==> config.mk <==
export PLATFORM = sky130hd
export DESIGN_NAME = bp_be_dcache_lce_resp_sched
export DESIGN_NICKNAME = d
export VERILOG_FILES = /design/src/rtl/bp_be_dcache_pkg.sv /design/src/rtl/bp_be_dcache_resp_buf.sv /design/src/rtl/bp_be_dcache_lce_resp_sched.sv
export SDC_FILE = /design/constraint.sdc
export NUM_CORES = 1
export LEC_CHECK = 0
export ABC_AREA = 1
export CORE_MARGIN = 2
export CORE_UTILIZATION = 40
export CTS_CLUSTER_SIZE = 14
export DETAILED_ROUTE_END_ITERATION = 10
export GPL_ROUTABILITY_DRIVEN = 0
export PLACE_DENSITY = 0.8
export SYNTH_ARGS = -nofsm -noshare
export SYNTH_HDL_FRONTEND = slang
export SYNTH_SLANG_ARGS = --single-unit
==> constraint.sdc <==
create_clock -name clk_i -period 5 [get_ports clk_i]
set_clock_uncertainty 0.15 [all_clocks]
set_input_delay 1.25 -clock clk_i [delete_from_list [all_inputs] [get_ports clk_i]]
set_output_delay 1.25 -clock clk_i [all_outputs]
set_load 0.1 [all_outputs]
==> src/rtl/bp_be_dcache_pkg.sv <==
// bp_be_dcache_pkg: shared types and constants for the dcache LCE response scheduler.
package bp_be_dcache_pkg;
  typedef enum logic {e_resp_src_req, e_resp_src_cmd} bp_be_dcache_resp_src_e;
  localparam int bp_be_dcache_starve_cnt_width_gp = 4;
endpackage

==> src/rtl/bp_be_dcache_resp_buf.sv <==
// bp_be_dcache_resp_buf: 2-entry FIFO with async active-low reset; enq_ready depends on registered count only.
module bp_be_dcache_resp_buf #(
  parameter int width_p = 64
) (
  input  logic               clk_i,
  input  logic               reset_n_i,
  input  logic [width_p-1:0] data_i,
  input  logic               enq_i,
  output logic               enq_ready_o,
  output logic [width_p-1:0] data_o,
  output logic               v_o,
  input  logic               deq_i
);
  logic [width_p-1:0] mem [2];
  logic rd_ptr, wr_ptr;
  logic [1:0] count;
  logic enq, deq;
  assign enq_ready_o = (count != 2'd2);
  assign v_o = (count != 2'd0);
  assign data_o = mem[rd_ptr];
  assign enq = enq_i & enq_ready_o;
  assign deq = deq_i & v_o;
  always_ff @(posedge clk_i or negedge reset_n_i) begin
    if (!reset_n_i) begin
      mem[0] <= '0;
      mem[1] <= '0;
      rd_ptr <= 1'b0;
      wr_ptr <= 1'b0;
      count  <= 2'd0;
    end else begin
      if (enq) begin
        mem[wr_ptr] <= data_i;
        wr_ptr <= ~wr_ptr;
      end
      if (deq) rd_ptr <= ~rd_ptr;
      count <= count + 2'(enq) - 2'(deq);
    end
  end
endmodule

==> src/rtl/bp_be_dcache_lce_resp_sched.sv <==
// bp_be_dcache_lce_resp_sched: req-priority arbiter with starvation override feeding a 2-entry response buffer.
// Optional grant statistics counters under BP_BE_DCACHE_RESP_SCHED_STATS_EN.
module bp_be_dcache_lce_resp_sched
  import bp_be_dcache_pkg::*;
#(
  parameter int resp_width_p   = 64,
  parameter int starve_limit_p = 4
) (
  input  logic                    clk_i,
  input  logic                    reset_n_i,
  input  logic [resp_width_p-1:0] req_resp_i,
  input  logic                    req_resp_v_i,
  output logic                    req_resp_yumi_o,
  input  logic [resp_width_p-1:0] cmd_resp_i,
  input  logic                    cmd_resp_v_i,
  output logic                    cmd_resp_yumi_o,
  output logic [resp_width_p-1:0] lce_resp_o,
  output logic                    lce_resp_v_o,
  input  logic                    lce_resp_ready_i,
  output logic                    starved_o
`ifdef BP_BE_DCACHE_RESP_SCHED_STATS_EN
  ,
  output logic [31:0]             req_grants_o,
  output logic [31:0]             cmd_grants_o,
  output logic [31:0]             override_grants_o
`endif
);
  localparam logic [bp_be_dcache_starve_cnt_width_gp-1:0] limit_lp =
    bp_be_dcache_starve_cnt_width_gp'(starve_limit_p);
  logic [bp_be_dcache_starve_cnt_width_gp-1:0] starve_cnt;
  logic enq_ready, grant_ok, override;
  bp_be_dcache_resp_src_e src;
  // Grants are held off while in reset so producers never see a yumi that is then discarded.
  assign grant_ok = enq_ready & reset_n_i;
  assign override = (starve_cnt == limit_lp) & cmd_resp_v_i;
  assign src = (override | ~req_resp_v_i) ? e_resp_src_cmd : e_resp_src_req;
  assign req_resp_yumi_o = grant_ok & req_resp_v_i & (src == e_resp_src_req);
  assign cmd_resp_yumi_o = grant_ok & cmd_resp_v_i & (src == e_resp_src_cmd);
  assign starved_o = override;
  always_ff @(posedge clk_i or negedge reset_n_i) begin
    if (!reset_n_i) starve_cnt <= '0;
    else if (cmd_resp_yumi_o | ~cmd_resp_v_i) starve_cnt <= '0;
    else if (req_resp_yumi_o && starve_cnt != limit_lp) starve_cnt <= starve_cnt + 1'b1;
  end
  bp_be_dcache_resp_buf #(.width_p(resp_width_p)) buffer (
    .clk_i      (clk_i),
    .reset_n_i  (reset_n_i),
    .data_i     ((src == e_resp_src_cmd) ? cmd_resp_i : req_resp_i),
    .enq_i      (req_resp_yumi_o | cmd_resp_yumi_o),
    .enq_ready_o(enq_ready),
    .data_o     (lce_resp_o),
    .v_o        (lce_resp_v_o),
    .deq_i      (lce_resp_ready_i)
  );
`ifdef BP_BE_DCACHE_RESP_SCHED_STATS_EN
  always_ff @(posedge clk_i or negedge reset_n_i) begin
    if (!reset_n_i) begin
      req_grants_o      <= '0;
      cmd_grants_o      <= '0;
      override_grants_o <= '0;
    end else begin
      if (req_resp_yumi_o && req_grants_o != '1) req_grants_o <= req_grants_o + 1'b1;
      if (cmd_resp_yumi_o && cmd_grants_o != '1) cmd_grants_o <= cmd_grants_o + 1'b1;
      if (cmd_resp_yumi_o && override && override_grants_o != '1) override_grants_o <= override_grants_o + 1'b1;
    end
  end
`endif
endmodule

==> key figures, run 1 <==
Die
  – Die ar.: roughly 19,000 µm²
  – I/O pin cnt: 201
  – # rows: between 40 and 50
  – Initial Utilization: around two fifths
  – Core ar.: 17,300 µm²
  – Die Span X: about 140 µm
  – Die height: 137.2 µm

Run status
  – Outcome: completed

Clock tree
  – Post-CTS setup buffers: 0
  – Root buffer cell: clkbuf_16
  – CTS tree: yes
  – CTS Buf Count: 17
  – Clk_lat worst skew: 0.41 ns
  – Sink Count: about 140
  – Clock transition at path regs: around 0.05 ns
  – H-tree levels: 4
  – CTS Hold Bufs: 0
  – Clock Path Buffers: 2
  – Post_cts resized: 0

Logic synthesis
  – Cell Area, Synth: 7092 µm²
  – Post-synth ARST share: 100.0%
  – Mapped Cells: between 1,000 and 1,500
  – Post-synth EDFFs: 0
  – Largest family of logic cells by synthesized area: simple AND/OR/NAND/NOR gates
  – Synth Area in Simple Gates: about 44%
  – Multiplexer area fraction after synthesis: 0%
  – Complex-gate fraction of the synthesized area: less than 1%
  – Post-synth top flop: dfrtp_1
  – Synth Net Count: ~1,200
  – Yosys cell types: 23
  – XOR/XNOR share of the synthesized area: 0.6175%
  – Syn Area/Cell: 6.939 µm²
  – Sequential fraction of the synthesis area: a little under half
  – Yosys warnings: 0
  – Adder-Cell Fraction of Synth Area: 0.7057%
  – Seq cells post-synth: roughly 140

Finish
  – Most frequent cells in the layout: nand2_1, dfrtp_1, clkdlybuf4s50_1
  – Multi-input logic area: roughly 3200 µm²
  – Fillers: ~1,700
  – Nets: between 1,000 and 1,500
  – ANT cells: 0
  – Flip-flop and latch area: roughly 3400 µm²
  – Commonest non-fill, non-tap cell in the layout: nand2_1
  – Fraction of layout cells with a size suffix above 1: around a tenth
  – Area Overhead vs Synth: 34.32%

Worst hold path
  – Hold_sp: buffer.mem[108]
  – Worst hold path class: reg2reg

STA
  – RSZ-0062 raised after global routing: no
  – Final Max Slew Viols: 0
  – Final Hold Fails: 0
  – Period utilization: between 70 and 80%
  – Worst-margin pin slew: between 0.9 and 1 ns
  – Endpoints failing setup: 0
  – FMAX: 251.3 MHz
  – Rel. slew slack: 33.50%
  – Setup_tns: 0 ns
  – Min Tclk post-route: around 4.0 ns

Route
  – Drt first pass iters: 4
  – Initial DRC count: around 390
  – Avg WL per Cell: roughly 13 µm
  – Via Count: 6,712
  – Drt drc: 0
  – ANT nets after route: 0
  – WL final: around 19 mm
  – Vias/cell: approximately 4.7

Job
  – Max-cap violations: 0

GRT
  – Largest net degree at the start of global routing: 77
  – Vias in the first global route: about 6,400
  – Routing usage on met2: between 30% and 40%
  – Gr usage total: a little over a fifth
  – GR Util met3: between 4 and 5%
  – Global-route wire length before repair: between 30 and 40 mm
  – Met1 Track Usage GR: between 20% and 30%
  – Antenna violations before repair: 0
  – GRT busiest layer: met2
  – Congestion Overflow GR: 0

Worst setup path
  – Crit path launch: cmd_resp_v_i
  – Worst r2r src: starve_cnt[0]
  – Reg2Reg Setup Slack: around 2.7 ns
  – Worst Setup End Kind: output pin
  – CP Max Fanout: 7
  – Startpoint types: input pin
  – Classification of the worst setup path: in2out
  – Critical Path AT: about 2.6 ns
  – Crit path required time: about 3.6 ns

Placed design
  – Half-perimeter wire length after detailed placement: between 10 and 15 mm
  – PortBufs: 200
sequential cells by signal (all words and copies together), names as in the netlist:
name / count
buffer.rd_ptr: 1
buffer.wr_ptr: 1
buffer.count: 2
starve_cnt: 4
buffer.mem: 128
worst max-delay path, cell delays in order:
cell	delay, ns
clkdlybuf4s50_1	0.59
nand2_1	0.11
inv_2	0.06
nand2_2	0.07
nand2_2	0.08
nand2_1	0.12
inv_1	0.12
buf_12	0.18
cell usage after synthesis (3+ instances only):
master	number	area, µm²
inv_2	5	18.77
o21ai_0	4	20.02
ha_1	4	50.05
xor2_1	3	26.28
clkbuf_1	16	60.06
inv_1	14	52.55
buf_2	26	130.1
buf_4	5	37.54
nor2_1	3	11.26
nand4_1	4	25.02
nand3_1	67	335.3
buf_6	10	112.6
dfrtp_1	136	3403
nand2_1	712	2673
per-stage QoR:
stage	hold WS, ns	utilization, %	worst slack, ns	instances	instance area [µm²]
floorplan	0.2917	-	0.03887	1022	7092
global placement	0.3029	51.89	1.054	1401	8975
detailed placement	0.3082	51.89	1.024	1401	8975
CTS	0.3222	55.07	1.022	1432	9525
global route	0.3350	55.07	0.9246	1432	9525
finish	0.3177	55.07	1.021	1432	9525
metal layers:
layer | up-vias | share of wire (%)
li1 | 3440 | -
met1 | 3087 | 43
met2 | 170 | 50
met3 | 15 | 5.7
met4 | 0 | 1.0
met5 | - | 0
logic make-up (layout without fill, tap and decap cells):
kind of cell	Yosys count	in the layout
compound gates	6	6
xor+xnor	5	5
flops	136	136
fa+ha+maj	4	4
simple gates	792	792
buf+inv	79	264
area by class of cell:
class	count	area share, %
Clock buffer	23	5.018
Clock inverter	8	0.7619
Inverter	19	0.7487
Multi-Input combinational cell	807	33.88
Sequential cell	136	35.74
Tap cell	225	2.955
Timing Repair Buffer	214	20.90
final timing paths:
| check | depth (start not counted) | endpoint |
|---|---|---|
| max reg2reg | 11 | buffer.mem[16] |
| min | 2 | buffer.mem[108] |
| max | 8 | cmd_resp_yumi_o |
| max in group asynchronous | 2 | buffer.rd_ptr |
| min reg2reg | 2 | buffer.mem[108] |
| min in group asynchronous | 2 | buffer.mem[63] |
Power of run 1 is left out: the tool's default activity adds up to more than one toggle a clock period on the data nets, which glitch-free logic cannot reach.
==> run 2: changes to the inputs <==
--- a/config.mk
+++ b/config.mk
@@ -11,7 +11,7 @@
 export CTS_CLUSTER_SIZE = 14
 export DETAILED_ROUTE_END_ITERATION = 10
 export GPL_ROUTABILITY_DRIVEN = 0
-export PLACE_DENSITY = 0.8
+export PLACE_DENSITY = 0.83
 export SYNTH_ARGS = -nofsm -noshare
 export SYNTH_HDL_FRONTEND = slang
 export SYNTH_SLANG_ARGS = --single-unit
==> constraint.sdc (replaced) <==
create_clock -name clk_i -period 3.6 [get_ports clk_i]
set_clock_uncertainty 0.15 [all_clocks]
set_input_delay 0.9 -clock clk_i [delete_from_list [all_inputs] [get_ports clk_i]]
set_output_delay 0.9 -clock clk_i [all_outputs]
set_load 0.1 [all_outputs]
==> key figures, run 2 (synthesis results as in run 1) <==
Route
  – Vias/cell: between 4 and 5
  – Met1 Wirelength: between 8 and 9 mm
  – Drt first pass iters: 5
  – Via Count: approximately 6,900
  – Highest routed layer: met5
  – Met2 WL: roughly 10 mm
  – WL final: roughly 20 mm
  – ANT nets after route: 0
  – Initial DRC count: ~420
  – Avg WL per Cell: around 14 µm
  – WL met3: 1.313 mm
  – Drt drc: 0

Worst setup path
  – Worst r2r path cells: 11
  – Critical Path AT: 2.25 ns
  – Crit path required time: ~2.6 ns
  – Startpoint types: input pin
  – Crit-path cells: clkdlybuf4s50_1 -> nand2_1 -> inv_2 -> nand2_2 -> nand2_2 -> nand2_1 -> inv_1 -> buf_12
  – Slowest stage delay, CP: about 0.6 ns
  – CP top delay family: buffers and inverters
  – CP bufs+invs: 4
  – Classification of the worst setup path: in2out
  – CP Depth: 8
  – Crit Reg-Reg Endpoint: buffer.mem[100]
  – CP Max Fanout: 7
  – Worst r2r src: starve_cnt[0]
  – Reg2Reg Setup Slack: ~1.4 ns
  – Crit path max-delay cell type: clkdlybuf4s50_1
  – Worst Setup End Kind: output pin

Clock tree
  – CTS tree: yes
  – Root buffer cell: clkbuf_16
  – Clk_lat worst skew: between 0.4 and 0.5 ns
  – H-tree levels: 4
  – Sink Count: roughly 140
  – CTS Buf Count: 17
  – Clock transition at path regs: around 0.06 ns
  – Post-CTS setup buffers: 0
  – Post_cts resized: 0
  – CTS Hold Bufs: 0
  – Clock Path Buffers: 2

STA
  – Worst-margin pin slew: ~0.9 ns
  – Final Max Slew Viols: 0
  – Endpoints failing setup: 0
  – Final Hold Fails: 0
  – Period utilization: around nine tenths
  – Rel. slew slack: between 40% and 50%
  – Min Tclk post-route: approximately 3.3 ns
  – FMAX: 303.0 MHz
  – RSZ-0062 raised after global routing: no
  – Final worst slack: 0.2994 ns

Finish
  – Commonest non-fill, non-tap cell in the layout: nand2_1
  – Area Overhead vs Synth: 46.45%
  – Largest Register: buffer.mem
  – Most frequent cells in the layout: nand2_1, dfrtp_1, clkdlybuf4s50_1
  – Fraction of layout cells with a size suffix above 1: 10.60%
  – Regs by FF count: buffer.mem: 128 flops, starve_cnt: 4 flops, buffer.count: 2 flops
  – Nets: between 1,000 and 1,500
  – Utilization after layout: roughly three fifths
  – Max reg flops: between 100 and 150
  – Non-filler instance count after layout: about 1,400

Die
  – # rows: 48
  – Die height: about 140 µm
  – Die ar.: 18,810 µm²
  – I/O pin cnt: ~200
  – Core ar.: between 15,000 and 20,000 µm²
  – Die Span X: between 100 and 150 µm
  – Initial Utilization: 41.00%

Placed design
  – PortBufs: 200
  – Post-Place Cells: ~1,400
  – Half-perimeter wire length after detailed placement: between 10 and 15 mm
  – Place WS: ~0.30 ns

Run status
  – Outcome: completed

GRT
  – Antenna violations before repair: 2
  – Largest net degree at the start of global routing: between 70 and 80
  – Vias in the first global route: ~7,000
  – Gr usage total: a little under a quarter
  – Congestion Overflow GR: 0
  – Global-route wire length before repair: 33.37 mm

Job
  – Max-cap violations: 0

Worst hold path
  – Worst hold path class: in2async
## run 2: changes by cell type in the layout (fill, tap and decap cells not counted), sizes merged
cell / change
clkinv: -2
bufinv: +2
clkinvlp: -1
clkdlybuf4s50: -3
diode: +1
clkbuf: +2
buf: +3
## run 2: worst max path at each step
stage / start / to / slack, ns
after floorplan: buffer.rd_ptr / lce_resp_o[30] / -0.17
after global placement: cmd_resp_v_i / cmd_resp_yumi_o / 0.39
after detailed placement: cmd_resp_v_i / cmd_resp_yumi_o / 0.30
after CTS: cmd_resp_v_i / cmd_resp_yumi_o / 0.30
after global routing: cmd_resp_v_i / cmd_resp_yumi_o / 0.18
final: cmd_resp_v_i / cmd_resp_yumi_o / 0.30
## run 2: layout make-up
type / count / area [µm²]
clock buffers: 25 / 505.5
clock inverters: 7 / 115.1
inverters: 19 / 71.32
multi-input cells: 807 / 3234
fillers: 1490 / 6910
repair buffers: 214 / 2771
well taps: 225 / 281.5
flip-flops and latches: 136 / 3405
diodes: 1 / 2.502
## run 2: per-stage QoR
| step | hold slack (ns) | setup TNS [ns] | instance area (µm²) |
|---|---|---|---|
| 2_1_floorplan | 0.2917 | -0.3363 | 7099 |
| 3_3_place_gp | 0.3030 | 0 | 9763 |
| 3_5_place_dp | 0.3082 | 0 | 9763 |
| 4_1_cts | 0.1533 | 0 | 10380 |
| 5_1_grt | 0.1530 | 0 | 10390 |
| 6_report | 0.1608 | 0 | 10390 |
## run 2: metal layers
layer  vias up  global-route usage, %
met2       201                  39.25
met1      3214                  28.14
met3        23                  4.963
li1       3441                      -
met5         -                      0
met4         2                  7.560
## run 2: worst reg2reg max path, cell delays in order, from the launching register on
cell and delay, ns:
dfrtp_1 0.42, inv_1 0.10, ha_1 0.18, inv_1 0.05, nor2_1 0.10, nand2_2 0.08
nand2_2 0.07, buf_4 0.57, nand2_1 0.14, nand2_1 0.14, nand2_1 0.08, nand2_1 0.11
Power of run 2 is left out for the same reason.
==> run 3: changes to the inputs <==
--- a/config.mk
+++ b/config.mk
@@ -12,6 +12,7 @@
 export DETAILED_ROUTE_END_ITERATION = 10
 export GPL_ROUTABILITY_DRIVEN = 0
 export PLACE_DENSITY = 0.83
+export SETUP_SLACK_MARGIN = 0.3
 export SYNTH_ARGS = -nofsm -noshare
 export SYNTH_HDL_FRONTEND = slang
 export SYNTH_SLANG_ARGS = --single-unit
==> key figures, run 3 (synthesis results as in run 1) <==
Finish
  – Fillers: between 1,000 and 1,500
  – Final instance area: 10,390 µm²
  – Fraction of layout cells with a size suffix above 1: 10.60%
  – Nets: approximately 1,300
  – Largest Register: buffer.mem
  – Regs by FF count: buffer.mem: 128 flops, starve_cnt: 4 flops, buffer.count: 2 flops
  – Flip-flop and latch area: 3405 µm²
  – Most frequent cells in the layout: nand2_1, dfrtp_1, clkdlybuf4s50_1
  – Commonest non-fill, non-tap cell in the layout: nand2_1
  – Area Overhead vs Synth: 46.44%
  – Max reg flops: roughly 130
  – Multi-input logic area: 3234 µm²
  – Utilization after layout: ~60%

Die
  – Core ar.: between 15,000 and 20,000 µm²
  – I/O pin cnt: between 200 and 250
  – Die height: ~140 µm
  – Die ar.: 18,810 µm²
  – Initial Utilization: 41.00%
  – # rows: between 40 and 50
  – Die Span X: between 100 and 150 µm

Job
  – Max-cap violations: 0

Clock tree
  – Post_cts resized: 1
  – CTS Hold Bufs: 0
  – CTS Buf Count: 17
  – CTS tree: yes
  – Clk_lat worst skew: between 0.4 and 0.5 ns
  – H-tree levels: 4
  – Clock transition at path regs: around 0.060 ns
  – Root buffer cell: clkbuf_16
  – Sink Count: 136
  – Post-CTS setup buffers: 0
  – Clock Path Buffers: 2

GRT
  – Global-route wire length before repair: roughly 33 mm
  – Gr usage total: between 20% and 30%
  – Largest net degree at the start of global routing: 73
  – Antenna violations before repair: 2
  – Vias in the first global route: just under 7,000
  – Congestion Overflow GR: 0

Worst setup path
  – Crit path required time: around 2.6 ns
  – Worst r2r path cells: 11
  – Startpoint types: input pin
  – Worst Setup End Kind: output pin
  – Critical Path AT: between 1.5 and 2 ns
  – Classification of the worst setup path: in2out
  – CP Max Fanout: 7

Route
  – Drt first pass iters: 5
  – Drt drc: 0
  – ANT nets after route: 0
  – Avg WL per Cell: roughly 14 µm
  – WL final: 20.28 mm
  – Via Count: between 6,000 and 7,000
  – Initial DRC count: approximately 420
  – Vias/cell: roughly 4.8

STA
  – Final Hold Fails: 0
  – FMAX: between 300 and 400 MHz
  – RSZ-0062 raised after global routing: no
  – Min Tclk post-route: approximately 3 ns
  – Final worst slack: 0.5708 ns
  – Rel. slew slack: ~40%
  – Endpoints failing setup: 0
  – Worst-margin pin slew: approximately 0.9 ns
  – Final Max Slew Viols: 0
  – Min Hold Slack: 0.1606 ns
  – Period utilization: a little over four fifths

Placed design
  – Half-perimeter wire length after detailed placement: 13.12 mm
  – Place WS: 0.3013 ns
  – PortBufs: 200
  – Placement Cell Area: about 10000 µm²

Worst hold path
  – Worst hold path class: in2async

Run status
  – Outcome: completed
==> run 3: cell count changes in the layout (fill, tap and decap cells not counted), sizes merged <==
cell / previous run / this run
clkdlybuf4s50: 130 / 129
dlygate4sd2: 0 / 1
==> run 3: per-stage QoR <==
stage | std cells | setup TNS [ns]
2_1_floorplan | 1022 | -0.3363
3_3_place_gp | 1401 | 0
3_5_place_dp | 1401 | 0
4_1_cts | 1433 | 0
5_1_grt | 1434 | 0
6_report | 1434 | 0
==> run 3: area by class of cell <==
| class | count | share of cell area (%) |
|---|---|---|
| Sequential cell | 136 | 32.78 |
| Multi-Input combinational cell | 807 | 31.14 |
| Timing Repair Buffer | 214 | 26.67 |
| Clock buffer | 25 | 4.867 |
| Tap cell | 225 | 2.711 |
| Clock inverter | 7 | 1.108 |
| Inverter | 19 | 0.6867 |
| Antenna cell | 1 | 0.02410 |
==> run 3: metal layers <==
layer / vias to the layer above / track usage, % / wire length, µm
met5: - / 0 / 16
met4: 2 / 7.560 / 368
met3: 30 / 4.963 / 1205
met2: 196 / 39.25 / 10350
met1: 3254 / 28.14 / 8338
li1: 3441 / - / -
==> run 3: final timing paths <==
check,from,endpoint,slack (ns)
max,cmd_resp_v_i,cmd_resp_yumi_o,0.57
min,reset_n_i,starve_cnt[3],0.16
max reg2reg,starve_cnt[0],buffer.mem[70],1.34
min reg2reg,buffer.mem[8],buffer.mem[8],0.32
max in group asynchronous,reset_n_i,buffer.mem[106],1.98
min in group clk_i,buffer.mem[8],buffer.mem[8],0.32
==> run 3: worst max-delay path, cell delays in order <==
cell	delay [ns]
dlygate4sd2_1	0.34
nand2_1	0.12
inv_2	0.06
nand2_2	0.07
nand2_2	0.07
nand2_1	0.11
inv_1	0.13
buf_12	0.18
Power of run 3 is left out for the same reason.
